$ cat config.mk
export PLATFORM = sky130hd
export DESIGN_NAME = arb_requester_flat
export DESIGN_NICKNAME = d
export VERILOG_FILES = /design/src/rtl/arb_requester_if.sv /design/src/rtl/arb_requester.sv /design/src/flat_wrapper.sv
export SDC_FILE = /design/constraint.sdc
export NUM_CORES = 1
export LEC_CHECK = 0
export CORE_MARGIN = 2
export CORE_UTILIZATION = 25
export CTS_CLUSTER_DIAMETER = 120
export DETAILED_ROUTE_END_ITERATION = 10
export GPL_ROUTABILITY_DRIVEN = 0
export PLACE_DENSITY_LB_ADDON = 0.1
export SLEW_MARGIN = 10
export SYNTH_ARGS = -nofsm -noshare
export SYNTH_HDL_FRONTEND = slang
export SYNTH_SLANG_ARGS = --single-unit
$ cat constraint.sdc
create_clock -name clk -period 5.6 [get_ports clk]
set_input_delay 1.12 -clock clk [delete_from_list [all_inputs] [get_ports clk]]
set_output_delay 1.12 -clock clk [all_outputs]
set_load 0.02 [all_outputs]
$ cat src/rtl/arb_requester_if.sv
// Request/grant pair between a requester and the arbiter that answers it.
// The requester drives request; the arbiter drives grant.
interface arb_requester_if;
  logic [1:0] request;
  logic [1:0] grant;

  modport master (output request, input grant);
  modport slave  (input request, output grant);
endinterface

$ cat src/rtl/arb_requester.sv
// Two-channel initiator for the request/grant arbitration protocol: each channel
// requests, owns the bus for a programmed number of granted beats, then releases.
module arb_requester #(
  parameter int LEN_W   = 4,
  parameter int TIMEOUT = 15
) (
  input  logic             clk,
  input  logic             rst_n,
  input  logic [1:0]       start,
  input  logic [LEN_W-1:0] len0,
  input  logic [LEN_W-1:0] len1,
  arb_requester_if.master  arb,
  output logic [1:0]       busy,
  output logic [1:0]       done,
  output logic [1:0]       timeout,
  output logic             err_spurious
);

  typedef enum logic [1:0] {IDLE, REQ, OWN} state_t;

  localparam logic [LEN_W-1:0] BEAT_ONE = LEN_W'(1);
  localparam logic [7:0]       TO_CNT   = 8'(TIMEOUT);

  logic [LEN_W-1:0] len_arr [2];
  assign len_arr[0] = len0;
  assign len_arr[1] = len1;

  genvar gi;
  generate
    for (gi = 0; gi < 2; gi++) begin : g_chan
      state_t           state_reg, state_next;
      logic [LEN_W-1:0] beat_reg, beat_next;
      logic [7:0]       wait_reg, wait_next, wait_inc;
      logic             done_next, timeout_next;
      logic             req_reg, busy_reg, done_reg, timeout_reg;

      // Saturating increment so a wait count can never wrap back to zero.
      assign wait_inc = (wait_reg == 8'hff) ? wait_reg : wait_reg + 8'd1;

      always_comb begin
        state_next   = state_reg;
        beat_next    = beat_reg;
        wait_next    = wait_reg;
        done_next    = 1'b0;
        timeout_next = 1'b0;
        case (state_reg)
          IDLE: begin
            if (start[gi]) begin
              beat_next  = (len_arr[gi] == '0) ? BEAT_ONE : len_arr[gi];
              wait_next  = 8'd0;
              state_next = REQ;
            end
          end
          REQ: begin
            // The granting cycle is already the first beat of the burst.
            if (arb.grant[gi]) begin
              if (beat_reg == BEAT_ONE) begin
                done_next  = 1'b1;
                state_next = IDLE;
              end else begin
                beat_next  = beat_reg - BEAT_ONE;
                state_next = OWN;
              end
            end else begin
              wait_next = wait_inc;
              if (wait_inc >= TO_CNT) begin
                timeout_next = 1'b1;
                state_next   = IDLE;
              end
            end
          end
          OWN: begin
            // Preemption simply freezes the beat count; ownership is kept.
            if (arb.grant[gi]) begin
              if (beat_reg == BEAT_ONE) begin
                done_next  = 1'b1;
                state_next = IDLE;
              end else begin
                beat_next = beat_reg - BEAT_ONE;
              end
            end
          end
          default: state_next = IDLE;
        endcase
      end

      always_ff @(posedge clk or negedge rst_n) begin
        if (!rst_n) begin
          state_reg   <= IDLE;
          beat_reg    <= '0;
          wait_reg    <= 8'd0;
          req_reg     <= 1'b0;
          busy_reg    <= 1'b0;
          done_reg    <= 1'b0;
          timeout_reg <= 1'b0;
        end else begin
          state_reg   <= state_next;
          beat_reg    <= beat_next;
          wait_reg    <= wait_next;
          req_reg     <= (state_next != IDLE);
          busy_reg    <= (state_next != IDLE);
          done_reg    <= done_next;
          timeout_reg <= timeout_next;
        end
      end

      assign arb.request[gi] = req_reg;
      assign busy[gi]        = busy_reg;
      assign done[gi]        = done_reg;
      assign timeout[gi]     = timeout_reg;
    end
  endgenerate

  // Grant to a channel not currently requesting, or to both at once, is illegal.
  logic err_reg;
  always_ff @(posedge clk or negedge rst_n) begin
    if (!rst_n) begin
      err_reg <= 1'b0;
    end else if (((arb.grant & ~arb.request) != 2'b00) || (arb.grant == 2'b11)) begin
      err_reg <= 1'b1;
    end
  end
  assign err_spurious = err_reg;

endmodule

$ cat src/flat_wrapper.sv
// flat-port wrapper written by rule: the top's interface ports become plain ports
module arb_requester_flat 
#(
  parameter int LEN_W   = 4,
  parameter int TIMEOUT = 15
)
  (clk, rst_n, start, len0, len1, busy, done, timeout, err_spurious, arb_request, arb_grant);
  arb_requester_if arb_i ();
  input  logic clk;
  input  logic rst_n;
  input  logic [1:0] start;
  input  logic [LEN_W-1:0] len0;
  input  logic [LEN_W-1:0] len1;
  output logic [1:0] busy;
  output logic [1:0] done;
  output logic [1:0] timeout;
  output logic err_spurious;
  output wire logic [$bits(arb_i.request)-1:0] arb_request;
  input wire logic [$bits(arb_i.grant)-1:0] arb_grant;
  assign arb_request = arb_i.request;
  assign arb_i.grant = arb_grant;
  arb_requester #(.LEN_W(LEN_W), .TIMEOUT(TIMEOUT)) u_core (.clk(clk), .rst_n(rst_n), .start(start), .len0(len0), .len1(len1), .arb(arb_i), .busy(busy), .done(done), .timeout(timeout), .err_spurious(err_spurious));
endmodule
* Word level (Yosys, flattened, before mapping)
Cells that the tools add are included.
Storage, ports and cells: register bits 35
Operators by class: $add $sub $neg 4, $lt $le $gt $ge 2, equality and inequality tests 17, muxes and demuxes 44, bitwise operators 2, reduce and logical (&&, ||, !) cells 18
Operators by type and width (count):
- $mux 8 | 6
- $mux 4 | 8
- $pmux 8 s2 | 2
- $mux 2 | 12
- $add 8x1->8 const B | 2
- $eq 8x8->1 const B | 2
- $ge 8x4->1 const B | 2
- $pmux 4 s2 | 2
- $reduce_bool 2->1 | 7
- $mux 1 | 12
- $ne 2x2->1 const B | 6
- $pmux 2 s3 | 2
- $eq 4x1->1 const B | 2
- $logic_not 4->1 | 2
- $reduce_and 4->1 | 2
- $sub 4x1->4 const B | 2
- $eq 2x2->1 const B | 3
- $reduce_and 3->1 | 2
- $eq 2x1->1 const B | 2
- $logic_not 2->1 | 2
- $ne 2x1->1 const B | 2
- $reduce_or 2->1 | 2
- $and 2x2->2 | 1
- $not 2->2 | 1
- $logic_or 1x1->1 | 1

* Logic depth before layout (Yosys ltp)
depth after elaboration 7, depth in mapped cells 7, mapped depth without buffers 7

* Worst setup path after synthesis
OpenSTA, ideal clock, no wires.
kind input to register, from input port start[1], to register u_core.g_chan[1].wait_reg[1], setup time 122 ps, data arrival time 1984 ps, path slack 3495 ps, stages 5, buffers on the path 0, path through nand2b_1 -> o21ai_0 -> a21oi_1 -> o21ai_0 -> a32o_1
On the way: word-level cells in the longest chain between the ends 2
Ends and longest elaborated chain:
- from (decl) | line flat_wrapper.sv:11 | input logic [1:0] start;
- $ne 2x2->1 (no source line)
- $reduce_and 3->1 (no source line)
- to (signal assigned) | line arb_requester.sv:99 | wait_reg <= wait_next;
- to (decl) | line arb_requester.sv:33 | logic [7:0] wait_reg, wait_next, wait_inc;
Every way passes these cells. A chain may end at the register's enable or synchronous reset.

* Final worst setup path
from input port arb_grant[0], to register u_core.g_chan[0].beat_reg[0]
On the way: word-level cells in the longest chain between the ends 2
Ends and longest elaborated chain:
- from (decl) | line flat_wrapper.sv:19 | input wire logic [$bits(arb_i.grant)-1:0] arb_grant;
- $ne 2x1->1 (no source line)
- $reduce_and 4->1 (no source line)
- to (signal assigned) | line arb_requester.sv:98 | beat_reg <= beat_next;
- to (decl) | line arb_requester.sv:32 | logic [LEN_W-1:0] beat_reg, beat_next;
Every way passes these cells.

==> results.yml <==
critical_path:
  crit_arrival_ns: 2.99
  worstSetupEndpointType: "register"
  crit_type: "in -> reg"
  slowest_delay_ns: 0.76
  critical_path.startpoint_type: "primary input"
  worst_path_max_delay_cell: "a211oi_1"
  path_max_fanout: 8
  crit_chain: "clkdlybuf4s50_1 > nand2_1 > a211oi_1 > o311ai_0 > o21ai_0"
  cp.required_ns: 5.80
sta:
  finalCritPeriodShare_pct: 49.9
  relSlewSlack_pct: 40.7
  final-setup-viol-count: 0
  finalHoldViolCount: 0
  drv_slew: 0
  hold_ws_ns: 0.505
  fmaxAchievable_mhz: 358
  rsz0062_at_grt: "false"
  skew_ns: 0.00449
  setup-tns-final_ns: 0
  worst_slack_ns: 2.81
  worst_slew_pin_slew_ns: 0.884
  finalWorstPathRequiredPeriod_ns: 2.79
grt:
  grt_pass1_wl_um: 9190
  grt_max_degree: 36
  grt_use_total_pct: 11.3
  grt_pass1_vias: 1892
  grtUsageMet2_pct: 17.3
  overflow: 0
  antenna_found_initial: 0
  grt_util_met1_pct: 15.4
  met3_usage_pct: 2.98
  gr-max-usage-layer: "met2"
cts:
  cts_max_level: 2
  cts_sinks: 35
  clock_path_buffers: 2
  clk_latency_ns: 0.28
  cts_tree: "done"
  cts-root-buf: "clkbuf_8"
  cts_inserted_buffers: 5
  post_cts_resized: 0
  ctsHoldBuffers: 0
  cts_setup_buffers: 0
  clk_transition_reported_paths_ns: 0.07
run_status:
  status: "complete, no violations"
placed_design:
  placed_cells: 387
  hpwlAfterDp_um: 3830
  portBuffers: 22
  dp_slack_ns: 2.52
  placed_cell_area_mm2: 0.00261
synthesis:
  async_flop_share_pct: 100
  synthFlopType: "dfrtp_1"
  synth_edf_count: 0
  yosysWarnings: 0
  avgSynthCellArea_um2: 8.76
  syn-instance-count: 267
  ys_ff_latch: 35
  synth_cell_types: 49
  netlist_area_mm2: 0.00234
  synth_nets: 295
  seq_area_frac_synth_pct: 37.4
finish:
  multi_input_area_mm2: 0.00134
  antenna_cells: 0
  fin_util_pct: 29.3
  fin_cells: 393
  mostFrequentLayoutCells: "35 x dfrtp_1, 29 x a21oi_1, 28 x o21ai_0"
  fillers: 971
  area_growth_pct: 14.8
  finalNetCount: 311
  postLayoutCellArea_mm2: 0.00269
  regArea_um2: 876
  layout_commonest_cell: "dfrtp_1"
  largest_reg_flops: 16
  drive_above_1_share_pct: 7.45
job:
  maxCapViolCount: 0
floorplan:
  fp-row-count: 35
  die_w_um: 101
  dieArea_mm2: 0.0101
  die_h_um: 101
  initial_core_util_pct: 25.6
  core_area_mm2: 0.00915
  ios: 23
power:
  sequentialPowerShare_pct: 34.4
  net-switching-power_uw: 496
  power.total_mw: 1.14
  leakage_nw: 1.08
  power.internal_uw: 642
  p_per_area_mw_per_mm2: 424
  ir_drop_mv: 0.161
  switching_share_pct: 43.6
  clockPowerShare_pct: 15.2
  pwr-share-comb_pct: 50.5
routing:
  drt_iter0_drc: 52
  drc: 0
  vias_per_cell: 5.01
  num_vias: 1970
  dr.pass1.iters: 6
  wl_per_cell_um: 13.8
  drtAntennaViolNets: 0
  wirelength_um: 5430
worst_hold_path:
  hp-class: "reg -> reg"
-- logic make-up (layout without fill, tap and decap cells) --
kind of cell | after synthesis | after routing | share of synthesized area [%]
buffers and inverters | 25 | 40 | 5.40
adders and majority gates | 14 | 14 | 7.49
muxes | 2 | 2 | 0.856
xor gates and xnor gates | 2 | 2 | 0.749
DFF | 35 | 35 | 37.4
and+or+nand+nor | 97 | 97 | 22.9
AOI/OAI and AO/OA | 92 | 92 | 25.1
-- Yosys cell counts, drive strengths merged, types with 2 or more instances --
cell	number	area [µm²]
a211oi	2	20.0
a21boi	3	22.5
a21o	3	22.5
a21oi	29	145
a22o	2	17.5
a31o	2	17.5
a32o	2	20.0
a41oi	2	17.5
and2	2	13.8
and3	8	61.3
buf	10	70.1
clkbuf	3	11.3
dfrtp	35	876
ha	14	175
inv	12	45.0
mux2i	2	20.0
nand2	22	82.6
nand2b	9	56.3
nand3	11	55.1
nand3b	2	15.0
nand4	3	18.8
nor2	11	41.3
nor2b	4	25.0
nor3	11	60.1
nor3b	4	30.0
o211ai	2	15.0
o21ai	28	140
o21bai	3	22.5
o22ai	5	31.3
o311ai	2	17.5
o31ai	2	15.0
o41ai	2	32.5
or2	3	18.8
or3	2	12.5
xnor2	2	17.5
-- routing by layer --
layer | part of all wire [%] | wire (µm)
met5 | 0 | 0
met4 | 1.6 | 85
met3 | 3.8 | 207
met2 | 45 | 2460
met1 | 49 | 2680
-- layout make-up --
class	instances	share of cell area, %
Multi-Input combinational cell	207	49.8
Inverter	12	1.68
Tap cell	111	5.17
Timing Repair Buffer	22	8.01
Sequential cell	35	32.6
Clock buffer	6	2.70
-- power groups by stage --
| stage | logic [mW] | registers, mW | clock network (mW) |
|---|---|---|---|
| floorplan | 0.456 | 0.375 | 0 |
| global placement | 0.585 | 0.399 | 0 |
| detailed placement | 0.576 | 0.396 | 0 |
| CTS | 0.580 | 0.392 | 0.186 |
| global route | 0.657 | 0.408 | 0.199 |
| finish | 0.575 | 0.392 | 0.173 |
-- worst paths after layout --
check,slack (ns),cells past startpoint,startpoint,end
setup reg to reg,3.25,6,u_core.g_chan[0].state_reg[0],u_core.g_chan[0].beat_reg[0]
max in group asynchronous,4.13,1,rst_n,u_core.g_chan[0].beat_reg[2]
hold reg to reg,0.50,1,u_core.err_spurious,u_core.err_spurious
setup / recovery,2.81,5,arb_grant[0],u_core.g_chan[0].beat_reg[0]
min in group asynchronous,0.95,1,rst_n,u_core.g_chan[0].wait_reg[1]
hold / removal,0.50,1,u_core.err_spurious,u_core.err_spurious
-- critical path: cells and delay by family --
| kind | cells | cell delay [ns] |
|---|---|---|
| AO/OA/AOI/OAI | 3 | 1.17 |
| buffers and inverters | 1 | 0.62 |
| AND/OR/NAND/NOR | 1 | 0.08 |
Power figures use the tool's default switching activity.
==> edit: new RTL, same settings <==
`LEN_W` is set to 4 in 2 places; all go to 8.
--- a/src/rtl/arb_requester.sv
+++ b/src/rtl/arb_requester.sv
@@ -1,7 +1,7 @@
 // Two-channel initiator for the request/grant arbitration protocol: each channel
 // requests, owns the bus for a programmed number of granted beats, then releases.
 module arb_requester #(
-  parameter int LEN_W   = 4,
+  parameter int LEN_W   = 8,
   parameter int TIMEOUT = 15
 ) (
   input  logic             clk,
--- a/src/flat_wrapper.sv
+++ b/src/flat_wrapper.sv
@@ -1,7 +1,7 @@
 // flat-port wrapper written by rule: the top's interface ports become plain ports
 module arb_requester_flat 
 #(
-  parameter int LEN_W   = 4,
+  parameter int LEN_W   = 8,
   parameter int TIMEOUT = 15
 )
   (clk, rst_n, start, len0, len1, busy, done, timeout, err_spurious, arb_request, arb_grant);
Ports: changed (resized len0 and len1); port bits go from 23 to 31. No check against the original RTL was run, so the function may have changed too.
==> edit against the original RTL <==
Wire length is 27% higher; clock skew is 0.0020 ns higher; count of clock-buffer cells in the layout is 1 lower; non-clock buffer count rose by 9; total power increased by 46%; largest power group unchanged; area after synthesis up 22%; sequential cell count is 8 higher; design area up 27%; setup slack gained 0.0084 ns.
==> edit: results (changes against the original RTL) <==
Place
  – Post-DP HPWL: 4.91 mm (was 3.83 mm)
  – Number of port buffers: 30 (was 22)
  – Dpl cell area: 0.00325 sq mm (was 0.00261 sq mm)
  – Placed insts: 487 (was 387)

Finish
  – Share of cells above drive strength 1: 5.68% (was 7.45%)
  – Non-Filler Instances: 495 (was 393)
  – Fin nets: 387 (was 311)

Worst setup path
  – Slowest stage delay, CP: 0.80 ns (was 0.76 ns)
  – Worst r2r src: u_core.g_chan[1].wait_reg[0] (was u_core.g_chan[0].state_reg[0])
  – FF-to-FF End: u_core.g_chan[1].req_reg (was u_core.g_chan[0].beat_reg[0])
  – Critical Path Fanout Max: 7 (was 8)
  – CP arrival: 2.96 ns (was 2.99 ns)
  – Minimum setup slack among reg-to-reg paths: 3.19 ns (was 3.25 ns)
  – CP Capture Point: u_core.g_chan[1].wait_reg[1] (was u_core.g_chan[0].beat_reg[0])
  – Worst-case reg-to-reg path depth: 6 (unchanged)
  – CP startpoint: start[1] (was arb_grant[0])

Power
  – VDD IR-drop max: 166 uV (was 161 uV)
  – Sw Ratio: 42.7% (was 43.6%)
  – Leakage Power: 1.40 nW (was 1.08 nW)

GRT
  – GRT Util Overall: 11.5% (was 11.3%)
  – Vias in the first global route: 2462 (was 1892)
  – First-pass GRT wire length: 11.8 mm (was 9.19 mm)
  – Largest net degree at the start of global routing: 44 (was 36)

Detailed routing
  – Vias per cell: 5.05 (was 5.01)
  – Met1 WL: 3.35 mm (was 2.68 mm)
  – Metal3 WL: 205 um (was 207 um)
  – DR iter-0 viols: 139 (was 52)
  – DR WL/cell: 13.9 um (was 13.8 um)
  – 1st-pass router iterations: 4 (was 6)
  – Metal2 WL: 3.27 mm (was 2.46 mm)

Yosys
  – XOR/XNOR Fraction of Synth Area: 0.613% (was 0.749%)
  – Multiplexer area fraction after synthesis: 1.62% (was 0.856%)
  – Commonest cells in the netlist: 43 x dfrtp_1, 37 x nand2_1, 28 x a21oi_1 (was 35 x dfrtp_1, 29 x a21oi_1, 28 x o21ai_0)
  – Sequential fraction of the synthesis area: 37.7% (was 37.4%)
  – Ys async rst share: 100% (unchanged)
  – Post-synthesis compound-gate area fraction: 25.4% (was 25.1%)
  – Netlist cell types: 65 (was 49)
  – Syn_area_per_cell: 8.69 sq um (was 8.76 sq um)
  – Synth top area cells: dfrtp_1 38%, ha_1 6.1%, a21oi_1 4.9% (was dfrtp_1 37%, ha_1 7.5%, a21oi_1 6.2%)
  – Warnings, synthesis: 0 (unchanged)
  – Post-Synth Adder-Cell Area: 6.13% (was 7.49%)
  – Net count after synthesis: 365 (was 295)

Min path
  – Worst hold path depth: 1 (unchanged)
  – Hold WC Path Type: reg2reg (unchanged)

Clocking
  – CTS Root Cell: clkbuf_16 (was clkbuf_8)
  – Resized cells post-CTS: 0 (unchanged)

Timing
  – Clk_skew: 0.00649 ns (was 0.00449 ns)
  – Worst-Margin Slew: 1.05 ns (was 0.884 ns)

Status
  – Status: complete, no violations (unchanged)
edit: cell types whose count changed in the layout (fill, tap and decap cells not counted), sizes merged, moves of 7 or more:
| cell | delta |
|---|---|
| nand2 | +15 |
| clkdlybuf4s50 | +8 |
| nor2 | +11 |
| a31oi | +7 |
| dfrtp | +8 |
edit: power by group through the flow:
stage / registers, W / clock network (W) / logic [W]
floorplan: 0.000489 / 0 / 0.000648
global placement: 0.000521 / 0 / 0.000824
detailed placement: 0.000519 / 0 / 0.000818
CTS: 0.000515 / 0.000353 / 0.000819
global route: 0.000537 / 0.000365 / 0.000928
finish: 0.000516 / 0.000335 / 0.000812
edit: final cells by class:
cell class              count  area (sq um)
flip-flops and latches     43          1080
repair buffers             31           303
fillers                  1173          7860
multi-input cells         254          1630
clock inverters             3          43.8
clock buffers               5           125
well taps                 143           179
inverters                  16          60.1
edit: worst min path at each step:
stage / startpoint / to / slack, ns
2_1_floorplan: u_core.g_chan[0].beat_reg[1] / u_core.g_chan[0].beat_reg[1] / 0.48
3_3_place_gp: u_core.err_spurious / u_core.err_spurious / 0.49
3_5_place_dp: u_core.err_spurious / u_core.err_spurious / 0.46
4_1_cts: u_core.err_spurious / u_core.err_spurious / 0.48
5_1_grt: u_core.err_spurious / u_core.err_spurious / 0.51
6_report: u_core.err_spurious / u_core.err_spurious / 0.48
edit: stage by stage:
stage | worst slack, ns | hold slack [ns]
after global routing | 2.63 | 0.509
final | 2.82 | 0.479
after CTS | 2.85 | 0.483
after floorplan | 3.25 | 0.479
after detailed placement | 2.55 | 0.464
after global placement | 2.52 | 0.486
edit: layer usage:
metal / global-route usage (%) / vias up
li1: - / 1268
met1: 15.4 / 1187
met2: 19.0 / 42
met3: 2.02 / 4
met4: 3.17 / 0
met5: 0 / -
